<file path="src/rtl/rc_pkg.sv">
// Shared types and default constants for the reconfiguration controller.
package rc_pkg;

  typedef enum logic [2:0] {
    IDLE,
    REQ,
    SETTLE,
    LOAD,
    RESET,
    RELEASE
  } rc_state_t;

  localparam int DEF_ACK_TIMEOUT   = 1024;
  localparam int DEF_SETTLE_CYCLES = 2;
  localparam int DEF_RST_CYCLES    = 4;

endpackage

</file>
<file path="src/rtl/rc_timer.sv">
// Loadable counter shared by the controller states: counts up towards UP_LIMIT
// for the acknowledge timeout and down towards zero for the hold intervals.
module rc_timer #(
  parameter int WIDTH    = 11,
  parameter int UP_LIMIT = 1023
) (
  input  logic             clk,
  input  logic             rstn,
  input  logic             load,
  input  logic [WIDTH-1:0] load_value,
  input  logic             en,
  input  logic             up,
  output logic             tc
);

  logic [WIDTH-1:0] count_reg;

  always_ff @(posedge clk) begin
    if (!rstn) begin
      count_reg <= '0;
    end else if (load) begin
      count_reg <= load_value;
    end else if (en) begin
      count_reg <= up ? count_reg + WIDTH'(1) : count_reg - WIDTH'(1);
    end
  end

  // Terminal count depends on the direction the current state uses.
  assign tc = up ? (count_reg == WIDTH'(UP_LIMIT)) : (count_reg == '0);

endmodule

</file>
<file path="src/rtl/rc_manager.sv">
// Sequences one partial reconfiguration: stop handshake, isolation, bitstream
// load, module reset and reconnection. All outputs are registered.
module rc_manager
  import rc_pkg::*;
#(
  parameter int ACK_TIMEOUT   = DEF_ACK_TIMEOUT,
  parameter int SETTLE_CYCLES = DEF_SETTLE_CYCLES,
  parameter int RST_CYCLES    = DEF_RST_CYCLES
) (
  input  logic clk,
  input  logic rstn,
  input  logic rc_start,
  output logic rc_busy,
  output logic rc_done,
  output logic rc_err,
  output logic rc_reqn,
  input  logic rc_ackn,
  output logic is_reconfn,
  output logic cfg_start,
  input  logic cfg_done,
  output logic rr_rstn
);

  localparam int CW = $clog2(ACK_TIMEOUT + 1);

  rc_state_t state_reg, state_next;

  logic rc_busy_reg, rc_busy_next;
  logic rc_done_reg, rc_done_next;
  logic rc_err_reg, rc_err_next;
  logic rc_reqn_reg, rc_reqn_next;
  logic is_reconfn_reg, is_reconfn_next;
  logic cfg_start_reg, cfg_start_next;
  logic rr_rstn_reg, rr_rstn_next;

  logic          tmr_load;
  logic [CW-1:0] tmr_load_value;
  logic          tmr_en;
  logic          tmr_up;
  logic          tmr_tc;

  rc_timer #(
    .WIDTH    (CW),
    .UP_LIMIT (ACK_TIMEOUT - 1)
  ) u_timer (
    .clk        (clk),
    .rstn       (rstn),
    .load       (tmr_load),
    .load_value (tmr_load_value),
    .en         (tmr_en),
    .up         (tmr_up),
    .tc         (tmr_tc)
  );

  always_comb begin
    state_next      = state_reg;
    rc_busy_next    = 1'b1;
    rc_done_next    = 1'b0;
    rc_err_next     = 1'b0;
    rc_reqn_next    = 1'b1;
    is_reconfn_next = 1'b1;
    cfg_start_next  = 1'b0;
    rr_rstn_next    = 1'b1;
    tmr_load        = 1'b0;
    tmr_load_value  = '0;
    tmr_en          = 1'b0;
    tmr_up          = 1'b0;

    case (state_reg)
      IDLE: begin
        rc_busy_next = 1'b0;
        if (rc_start) begin
          state_next   = REQ;
          rc_busy_next = 1'b1;
          rc_reqn_next = 1'b0;
          tmr_load     = 1'b1;
        end
      end

      REQ: begin
        tmr_up = 1'b1;
        // Acknowledge is checked first so it wins on the terminal-count cycle.
        if (!rc_ackn) begin
          state_next      = SETTLE;
          is_reconfn_next = 1'b0;
          tmr_load        = 1'b1;
          tmr_load_value  = CW'(SETTLE_CYCLES - 1);
        end else if (tmr_tc) begin
          state_next   = IDLE;
          rc_busy_next = 1'b0;
          rc_err_next  = 1'b1;
        end else begin
          rc_reqn_next = 1'b0;
          tmr_en       = 1'b1;
        end
      end

      SETTLE: begin
        is_reconfn_next = 1'b0;
        if (tmr_tc) begin
          state_next     = LOAD;
          cfg_start_next = 1'b1;
        end else begin
          tmr_en = 1'b1;
        end
      end

      LOAD: begin
        is_reconfn_next = 1'b0;
        if (cfg_done) begin
          state_next     = RESET;
          rr_rstn_next   = 1'b0;
          tmr_load       = 1'b1;
          tmr_load_value = CW'(RST_CYCLES - 1);
        end
      end

      RESET: begin
        is_reconfn_next = 1'b0;
        if (tmr_tc) begin
          state_next = RELEASE;
        end else begin
          rr_rstn_next = 1'b0;
          tmr_en       = 1'b1;
        end
      end

      RELEASE: begin
        // The module has been out of reset for a cycle; reconnect it now.
        state_next   = IDLE;
        rc_busy_next = 1'b0;
        rc_done_next = 1'b1;
      end

      default: begin
        state_next   = IDLE;
        rc_busy_next = 1'b0;
      end
    endcase
  end

  always_ff @(posedge clk) begin
    if (!rstn) begin
      state_reg      <= IDLE;
      rc_busy_reg    <= 1'b0;
      rc_done_reg    <= 1'b0;
      rc_err_reg     <= 1'b0;
      rc_reqn_reg    <= 1'b1;
      is_reconfn_reg <= 1'b1;
      cfg_start_reg  <= 1'b0;
      rr_rstn_reg    <= 1'b0;
    end else begin
      state_reg      <= state_next;
      rc_busy_reg    <= rc_busy_next;
      rc_done_reg    <= rc_done_next;
      rc_err_reg     <= rc_err_next;
      rc_reqn_reg    <= rc_reqn_next;
      is_reconfn_reg <= is_reconfn_next;
      cfg_start_reg  <= cfg_start_next;
      rr_rstn_reg    <= rr_rstn_next;
    end
  end

  assign rc_busy    = rc_busy_reg;
  assign rc_done    = rc_done_reg;
  assign rc_err     = rc_err_reg;
  assign rc_reqn    = rc_reqn_reg;
  assign is_reconfn = is_reconfn_reg;
  assign cfg_start  = cfg_start_reg;
  assign rr_rstn    = rr_rstn_reg;

endmodule
</file>
<file path="config.mk">
export PLATFORM = sky130hd
export DESIGN_NAME = rc_manager
export DESIGN_NICKNAME = d
export VERILOG_FILES = /design/src/rtl/rc_pkg.sv /design/src/rtl/rc_timer.sv /design/src/rtl/rc_manager.sv
export SDC_FILE = /design/constraint.sdc
export NUM_CORES = 1
export LEC_CHECK = 0
export ABC_AREA = 1
export CAP_MARGIN = 25
export CORE_ASPECT_RATIO = 1.25
export CORE_MARGIN = 2
export CORE_UTILIZATION = 40
export DETAILED_ROUTE_END_ITERATION = 7
export SYNTH_ARGS = -nofsm -noshare
export SYNTH_HDL_FRONTEND = slang
export SYNTH_SLANG_ARGS = --single-unit
</file>
<file path="constraint.sdc">
create_clock -name clk -period 1.8 [get_ports clk]
set_input_delay 0.18 -clock clk [delete_from_list [all_inputs] [get_ports clk]]
set_output_delay 0.18 -clock clk [all_outputs]
set_load 0.02 [all_outputs]
</file>
* After elaboration in Yosys (flattened, before gate mapping)
Cells that the tools add are included.
** Storage, ports and cells
- Register bits :: 21
- Output and inout bits :: 7
- Logic and storage cells :: 63
** Operators by class
- Add/subtract/negate cells :: 2
- Equality and inequality tests :: 11
- Mux-type cells :: 33
- Reductions and logical operators :: 8
** Operators with widths (number)
- $mux W11 :: 3
- $mux W3 :: 6
- $mux W1 :: 15
- $pmux W3 S5 :: 1
- $add A11 B1 Y11 const B :: 1
- $eq A11 B10 Y1 const B :: 1
- $logic_not A11 Y1 :: 1
- $sub A11 B1 Y11 const B :: 1
- $ne A2 B2 Y1 const B :: 4
- $pmux W1 S2 :: 4
- $eq A3 B2 Y1 const B :: 2
- $eq A3 B3 Y1 const B :: 2
- $pmux W1 S3 :: 2
- $reduce_and A5 Y1 :: 1
- $pmux W2 S2 :: 1
- $eq A3 B1 Y1 const B :: 1
- $logic_not A3 Y1 :: 1
- $ne A3 B3 Y1 const B :: 1
- $reduce_and A3 Y1 :: 1
- $reduce_or A3 Y1 :: 1
- $mux W2 :: 1
- $reduce_and A2 Y1 :: 1
- $reduce_bool A2 Y1 :: 1
- $reduce_or A2 Y1 :: 1

* Logic depth before layout (Yosys ltp)
Gate-level depths: netlist of the first run.
- Depth after elaboration :: 8
- Mapped depth :: 12

* Modules after synthesis
From an unflattened synthesis of the first run, not the netlist that was laid out.
** Unflattened totals
- Cell total of the unflattened synthesis :: 234
- Area total of the unflattened synthesis :: 1604.0 um^2
** Modules (own cells, without submodules)
- rc_timer :: instances 1, cells an instance 164, area each 1084.8 um^2
- rc_manager :: instances 1, cells an instance 70, area each 519.2 um^2

* Least setup slack after synthesis of the first run
OpenSTA, ideal clock, no wires.
- Path type :: register -> register
- Start :: register state_reg[1]
- End :: register u_timer.count_reg[5]
- Library setup time :: 0.111 ns
- Arrival time :: 1.678 ns
- Data required time :: 1.689 ns
- Path slack :: 0.011 ns
- Stages on the path, launching flop included :: 11
- Buffers on the path :: 0
- Cells stage by stage :: dfxtp_1 -> inv_2 -> nand3_2 -> ha_1 -> nand2_1 -> nand3_1 -> nand2_1 -> nand2_1 -> xor2_1 -> nor2_1 -> nor2_1
** Between the ends
- Word-level cells in the longest chain between the ends :: 7
- Elaborated cells on any way between the ends :: 16
** Ends and longest elaborated chain
- from (decl) :: RTL line rc_manager.sv:26 : rc_state_t state_reg, state_next;
- from (signal assigned) :: RTL line rc_manager.sv:153 : state_reg <= state_next;
- $eq A3 B1 Y1 :: RTL line rc_manager.sv:69 : case (state_reg)
- $mux W1 :: RTL line rc_manager.sv:69
- $mux W1 :: RTL line rc_timer.sv:29 : assign tc = up ? (count_reg == WIDTH'(UP_LIMIT)) : (count_reg == '0);
- $mux W1 :: RTL line rc_manager.sv:88, rc_manager.sv:100, rc_manager.sv:120
- $mux W1 :: RTL line rc_manager.sv:83 : if (!rc_ackn) begin
- $pmux W1 S2 :: RTL line rc_manager.sv:69
- $reduce_bool A2 Y1 (no source line)
- to (signal assigned) :: RTL line rc_timer.sv:22 : count_reg <= load_value;
- to (signal assigned) :: RTL line rc_timer.sv:24 : count_reg <= up ? count_reg + WIDTH'(1) : count_reg - WIDTH'(1);
- to (decl) :: RTL line rc_timer.sv:16 : logic [WIDTH-1:0] count_reg;
Several ways; a longest one is shown, not always the timed one. The select of a mux whose other input is x is not followed.
A chain may end at the register's enable or synchronous reset.

* Worst setup path after layout of the first run
- Start :: register state_reg[0]
- End :: register u_timer.count_reg[8]
Same word-level chain as after synthesis.

==> results.sh, run 1 <==
export IMPL_final_layout_size_suffix_gt1_share_pct=28.9
export IMPL_pin_count=12
export IMPL_htree_levels=1
export IMPL_setup_ws_ns=0.0650
export IMPL_drtIter0Drc=73
export IMPL_synth_seq_cells=21
export IMPL_rsz0062_at_grt="yes"
export IMPL_path_cells="buf_4 -> nand2_4 -> nor2_4 -> fa_2 -> inv_2 -> nand3_1 -> nand3_2 -> nand2_2 -> nand3_1 -> nand3_1 -> nor2_1 -> nor2_1"
export IMPL_synth_edf_count=0
export IMPL_fp_dieH_um=73.5
export IMPL_hold_buffers=0
export IMPL_cp_arrival_ns=1.90
export IMPL_drv_cap=0
export IMPL_vias_per_cell=5.25
export IMPL_r2r_end="u_timer.count_reg[8]"
export IMPL_maxSlewViolCount=0
export IMPL_grt_remaining_overflow=0
export IMPL_status="finished clean"
export IMPL_pre_cts_slack_ns=-0.152
export IMPL_worst_slew_pin_slew_ns=0.401
export IMPL_place_congestion=0.871
export IMPL_crit_path_start_kind="register"
export IMPL_grt_pass1_wl_um=7000
export IMPL_yosysSeqAreaShare_pct=27.2
export IMPL_synth_cell_types=27
export IMPL_hold_ws_ns=0.551
export IMPL_grt_usage_pct=20.9
export IMPL_grt_max_degree=13
export IMPL_hold_path_class="reg2reg"
export IMPL_crit_type="reg2reg"
export IMPL_final_hold_violation_count=0
export IMPL_num_antenna_cells=0
export IMPL_die_area_mm2=0.00438
export IMPL_start_util_pct=41.1
export IMPL_clk_latency_ns=0.26
export IMPL_synthCells=243
export IMPL_clkTransAtPathRegs_ns=0.08
export IMPL_finalNetCount=301
export IMPL_crit_top_cell="nand3_1"
export IMPL_rows=25
export IMPL_largest_reg_flops=11
export IMPL_fmax_mhz=576
export IMPL_skew_ns=0.00149
export IMPL_grt_pass1_vias=1596
export IMPL_r2r_slack_ns=0.07
export IMPL_rr_startpoint="state_reg[0]"
export IMPL_hpwl_um=3170
export IMPL_ys_warn_count=0
export IMPL_max_slew_margin_pct=73.1
export IMPL_clock_sinks=21
export IMPL_setup_violations=0
export IMPL_core_mm2=0.00375
export IMPL_port_buffers=11
export IMPL_clockBufferDepth=2
export IMPL_async_flop_share_pct=0
export IMPL_numCtsBuffers=3
export IMPL_crit_path_end="u_timer.count_reg[8]"
export IMPL_avgSynthCellArea_um2=6.35
export IMPL_crit_start="state_reg[0]"
export IMPL_drtPass1Iterations=4
export IMPL_drc=0
export IMPL_area_growth_pct=41.4
export IMPL_worstPathRequired_ns=1.96
export IMPL_netlist_area_mm2=0.00154
export IMPL_synth_ff_type="dfxtp_1"
export IMPL_wl_per_cell_um=13.0
export IMPL_crit_fanout=3
export IMPL_die_w_um=59.6
export IMPL_totalWireLength_um=4200
export IMPL_slowest_delay_ns=0.37
export IMPL_dr_total_vias=1701
export IMPL_antenna_found_initial=0
export IMPL_fin_util_pct=58.2
export IMPL_tritoncts="yes"
export IMPL_layout_min_cycle_time_ns=1.73
export IMPL_synth_nets=259
export IMPL_antenna_left=0
export IMPL_cp_end_kind="register"
export IMPL_cpMaxStageDelayCell="fa_2"
export IMPL_reg2regPathDepth=12
export IMPL_cts_root_buffer="clkbuf_8"
export IMPL_min_period_over_period_pct=96.4
## critical path: cells and delay by family, from the launching register on
family                   cells  cell delay (ns)
AND/OR/NAND/NOR              9             0.69
adder cells (fa/ha/maj)      1             0.37
flip-flops                   1             0.34
buffers and inverters        2             0.21
## worst min path at each step
| stage | startpoint | end | depth (start not counted) |
|---|---|---|---|
| floorplan | rstn | rc_reqn | 1 |
| CTS | state_reg[2] | cfg_start | 2 |
| global route | state_reg[2] | cfg_start | 2 |
| finish | u_timer.count_reg[4] | u_timer.count_reg[4] | 2 |
| global placement | u_timer.count_reg[3] | u_timer.count_reg[3] | 2 |
| detailed placement | u_timer.count_reg[3] | u_timer.count_reg[3] | 2 |
## through the flow
step | std cells | TNS [ns] | instance area (um^2)
finish | 324 | 0 | 2180
global placement | 317 | -0.546 | 1870
CTS | 323 | 0 | 2040
global route | 324 | -0.143 | 2180
detailed placement | 317 | -0.634 | 1870
floorplan | 243 | 0 | 1540
## metal layers
metal	GRT usage, %	wire, um	up-vias
li1	-	-	865
met1	26.2	1840	790
met2	35.2	2110	34
met3	2.46	113	12
met4	9.38	130	0
met5	0	0	-
## timing repair
item,4_1_cts,5_1_grt
setup endpoints to repair,8,11
buffers inserted,2,1
gates resized for setup,10,39
pin swaps,1,17
## cell usage after synthesis (3+ instances only)
cell	n	area share [%]
nand2_1	67	16
nor2_1	40	9.7
inv_1	25	6.1
nand3_1	23	7.5
dfxtp_1	21	27
a21oi_1	17	5.5
ha_1	10	8.1
xor2_1	6	3.4
nand4_1	5	2.0
inv_2	3	0.73
nand2_2	3	1.2
nor2_2	3	1.2
## layout make-up
cell class,count,area [um^2]
Fill cell,353,1570
Multi-Input combinational cell,191,1210
Sequential cell,21,423
Timing Repair Buffer,39,340
Inverter,29,111
Tap cell,40,50.0
Clock buffer,4,45.0
## cells by family (layout without fill, tap and decap cells)
logic type,count (synthesis),count (layout),synth area share (%)
and+or+nand+nor,151,151,43.5
adders and majority gates,11,11,9.40
xor gates and xnor gates,6,6,3.40
buffers and inverters,31,72,8.51
AOI/OAI and AO/OA,23,23,7.94
DFF,21,21,27.2
## cell usage in the layout (no fill, tap or decap), types with 2 or more instances in the layout
master	instances
nor2_2	3
a21oi_2	4
a21oi_1	13
dfxtp_2	2
clkdlybuf4s50_1	11
inv_1	23
nand2_1	56
nand3_2	6
nand2_2	10
nor2_4	6
dfxtp_1	19
nor3_1	2
nand3_1	18
clkbuf_8	3
inv_2	4
buf_4	25
o21ai_1	2
ha_4	7
ha_1	3
nand2_4	5
nor2_1	36
xor2_1	6
nand4_1	5
buf_6	2
Power of run 1 is not shown: default switching activity piles up to over one toggle a cycle in this logic, so the estimate is an artifact.
==> run 2: changes to the inputs <==
Settings changed: SYNTH_HIERARCHICAL from default to 1.
==> results.sh, run 2 <==
export IMPL_hold_path_class="in2reg"
export IMPL_clockBufferDepth=2
export IMPL_grt_pass1_vias=1657
export IMPL_crit_fanout=8
export IMPL_avgSynthCellArea_um2=6.85
export IMPL_setup_violations=17
export IMPL_numCtsBuffers=3
export IMPL_fin_total_pwr_mw=4.41
export IMPL_hpwl_um=3400
export IMPL_worstPathRequired_ns=1.99
export IMPL_synthCells=234
export IMPL_finalNetCount=318
export IMPL_setup_ws_ns=-0.279
export IMPL_totalWireLength_um=4370
export IMPL_antenna_left=0
export IMPL_clkTransAtPathRegs_ns=0.08
export IMPL_rsz0062_at_grt="yes"
export IMPL_place_congestion=0.837
export IMPL_core_mm2=0.00382
export IMPL_vias_per_cell=4.84
export IMPL_synth_seq_cells=21
export IMPL_fmax_mhz=481
export IMPL_final_cell_mix="56 x nand2_1, 43 x buf_4, 23 x inv_1"
export IMPL_drv_cap=0
export IMPL_pre_cts_slack_ns=-0.274
export IMPL_dr_total_vias=1724
export IMPL_hold_buffers=0
export IMPL_min_period_over_period_pct=115
export IMPL_largest_reg_flops=11
export IMPL_final_area_mm2=0.00235
export IMPL_crit_type="reg2reg"
export IMPL_maxSlewViolCount=0
export IMPL_rows=25
export IMPL_synth_cells_most_frequent="59 x nand2_1, 24 x inv_1, 21 x dfxtp_1, 16 x nand3_1, 14 x nor2_1"
export IMPL_grt_remaining_overflow=0
export IMPL_synth_edf_count=0
export IMPL_drtIter0Drc=57
export IMPL_grt_usage_pct=21.0
export IMPL_crit_path_start_kind="register"
export IMPL_synth_ff_type="dfxtp_1"
export IMPL_drc=0
export IMPL_yosysTopAreaCell="dfxtp_1"
export IMPL_synth_most_common_cell="nand2_1"
export IMPL_multiInputGateArea_mm2=0.00117
export IMPL_pin_count=12
export IMPL_die_w_um=60.6
export IMPL_pwr_density_cell_mw_per_mm2=1880
export IMPL_peakVddDrop_v=0.000941
export IMPL_final_hold_violation_count=0
export IMPL_status="complete, but fails checks"
export IMPL_die_area_mm2=0.00454
export IMPL_yosysSeqAreaShare_pct=26.2
export IMPL_clock_sinks=21
export IMPL_grt_pass1_wl_um=7160
export IMPL_port_buffers=11
export IMPL_fp_dieH_um=74.8
export IMPL_ys_warn_count=6
export IMPL_antenna_found_initial=0
export IMPL_regArea_um2=423
export IMPL_cp_arrival_ns=2.27
export IMPL_drtPass1Iterations=4
export IMPL_synthTopCellsByArea="dfxtp_1 26%, nand2_1 14%, ha_1 7.0%"
export IMPL_cts_root_buffer="clkbuf_8"
export IMPL_p_leak_nw=1.13
export IMPL_num_antenna_cells=0
export IMPL_area_growth_pct=46.6
export IMPL_fin_util_pct=61.6
export IMPL_mostFrequentLayoutCell="nand2_1"
export IMPL_synth_cell_types=32
export IMPL_skew_ns=0.00380
export IMPL_tritoncts="yes"
export IMPL_dpl_cell_area_mm2=0.00213
export IMPL_wl_per_cell_um=12.3
export IMPL_fill_cells=373
export IMPL_cp_end_kind="register"
export IMPL_netlist_area_mm2=0.00160
export IMPL_async_flop_share_pct=0
export IMPL_final_layout_size_suffix_gt1_share_pct=35.4
export IMPL_violations="setup timing"
export IMPL_grt_max_degree=13
export IMPL_clk_latency_ns=0.26
export IMPL_synth_top_cell_area_share_pct=26.2
export IMPL_htree_levels=1
export IMPL_start_util_pct=42.0
export IMPL_layout_min_cycle_time_ns=2.08
[run 2: power by group]
group | switching [mW] | internal (mW)
clock | 0.161 | 0.154
combinational | 1.83 | 1.58
sequential | 0.0801 | 0.599
total | 2.08 | 2.34
[run 2: per-layer routing]
layer	GRT usage, %	up-vias	routed length [um]
met5	0	-	0
met4	8.45	0	108
met3	1.55	8	52
met2	39.5	17	2380
met1	23.9	790	1830
li1	-	909	-
[run 2: logic make-up (layout without fill, tap and decap cells)]
family	after synthesis	count (layout)	share of synthesized area, %
and+or+nand+nor	129	129	40.3
DFF	21	21	26.2
other	1	9	0.234
adders and majority gates	10	10	8.27
AOI/OAI and AO/OA	34	34	13.5
xor gates and xnor gates	3	3	1.64
buffers and inverters	36	96	9.83
[run 2: worst paths after layout]
path                                              to  cells after the start  slack [ns]         start
worst max-delay path            u_timer/count_reg[4]                     13       -0.28  state_reg[0]
worst min-delay path                    state_reg[1]                      3        0.59          rstn
worst max register to register  u_timer/count_reg[4]                     13       -0.28  state_reg[0]
worst min register to register               rc_done                      2        0.62  state_reg[1]
[run 2: layout make-up]
class / count / share of cell area [%]
sequential: 21 / 18.0
clock inverter: 1 / 0.213
inverter: 34 / 6.12
clock buffer: 3 / 1.76
timing repair buffer: 58 / 21.1
multi-input combinational: 185 / 50.0
tap: 54 / 2.87
[run 2: what timing repair did]
| action | CTS | global route |
|---|---|---|
| resized for setup | 13 | 11 |
| endpoints found under the setup margin | 15 | 17 |
| pin swaps | 15 | 19 |
| buffers inserted | 5 | 3 |
[run 2: worst max-delay path: stages, from the launching register on]
cell and delay [ns]:
dfxtp_2 0.36, inv_4 0.04, nor3_4 0.19, inv_2 0.05, nor2_1 0.08, nand3_1 0.09, o32ai_2 0.29, bufinv_8 0.23
nand4_1 0.10, nand2_2 0.10, nor2_4 0.13, buf_12 0.14, a22oi_2 0.05, a21oi_1 0.17
[run 2: metrics by stage]
step	std cells	setup TNS (ns)	hold slack [ns]
after floorplan	242	-5.82	0.267
final	356	-3.57	0.594
after global routing	356	-6.60	0.612
after CTS	355	-3.22	0.579
after detailed placement	346	-2.71	0.601
after global placement	346	-2.21	0.599
Note: power is estimated with default switching activity, not from simulation.
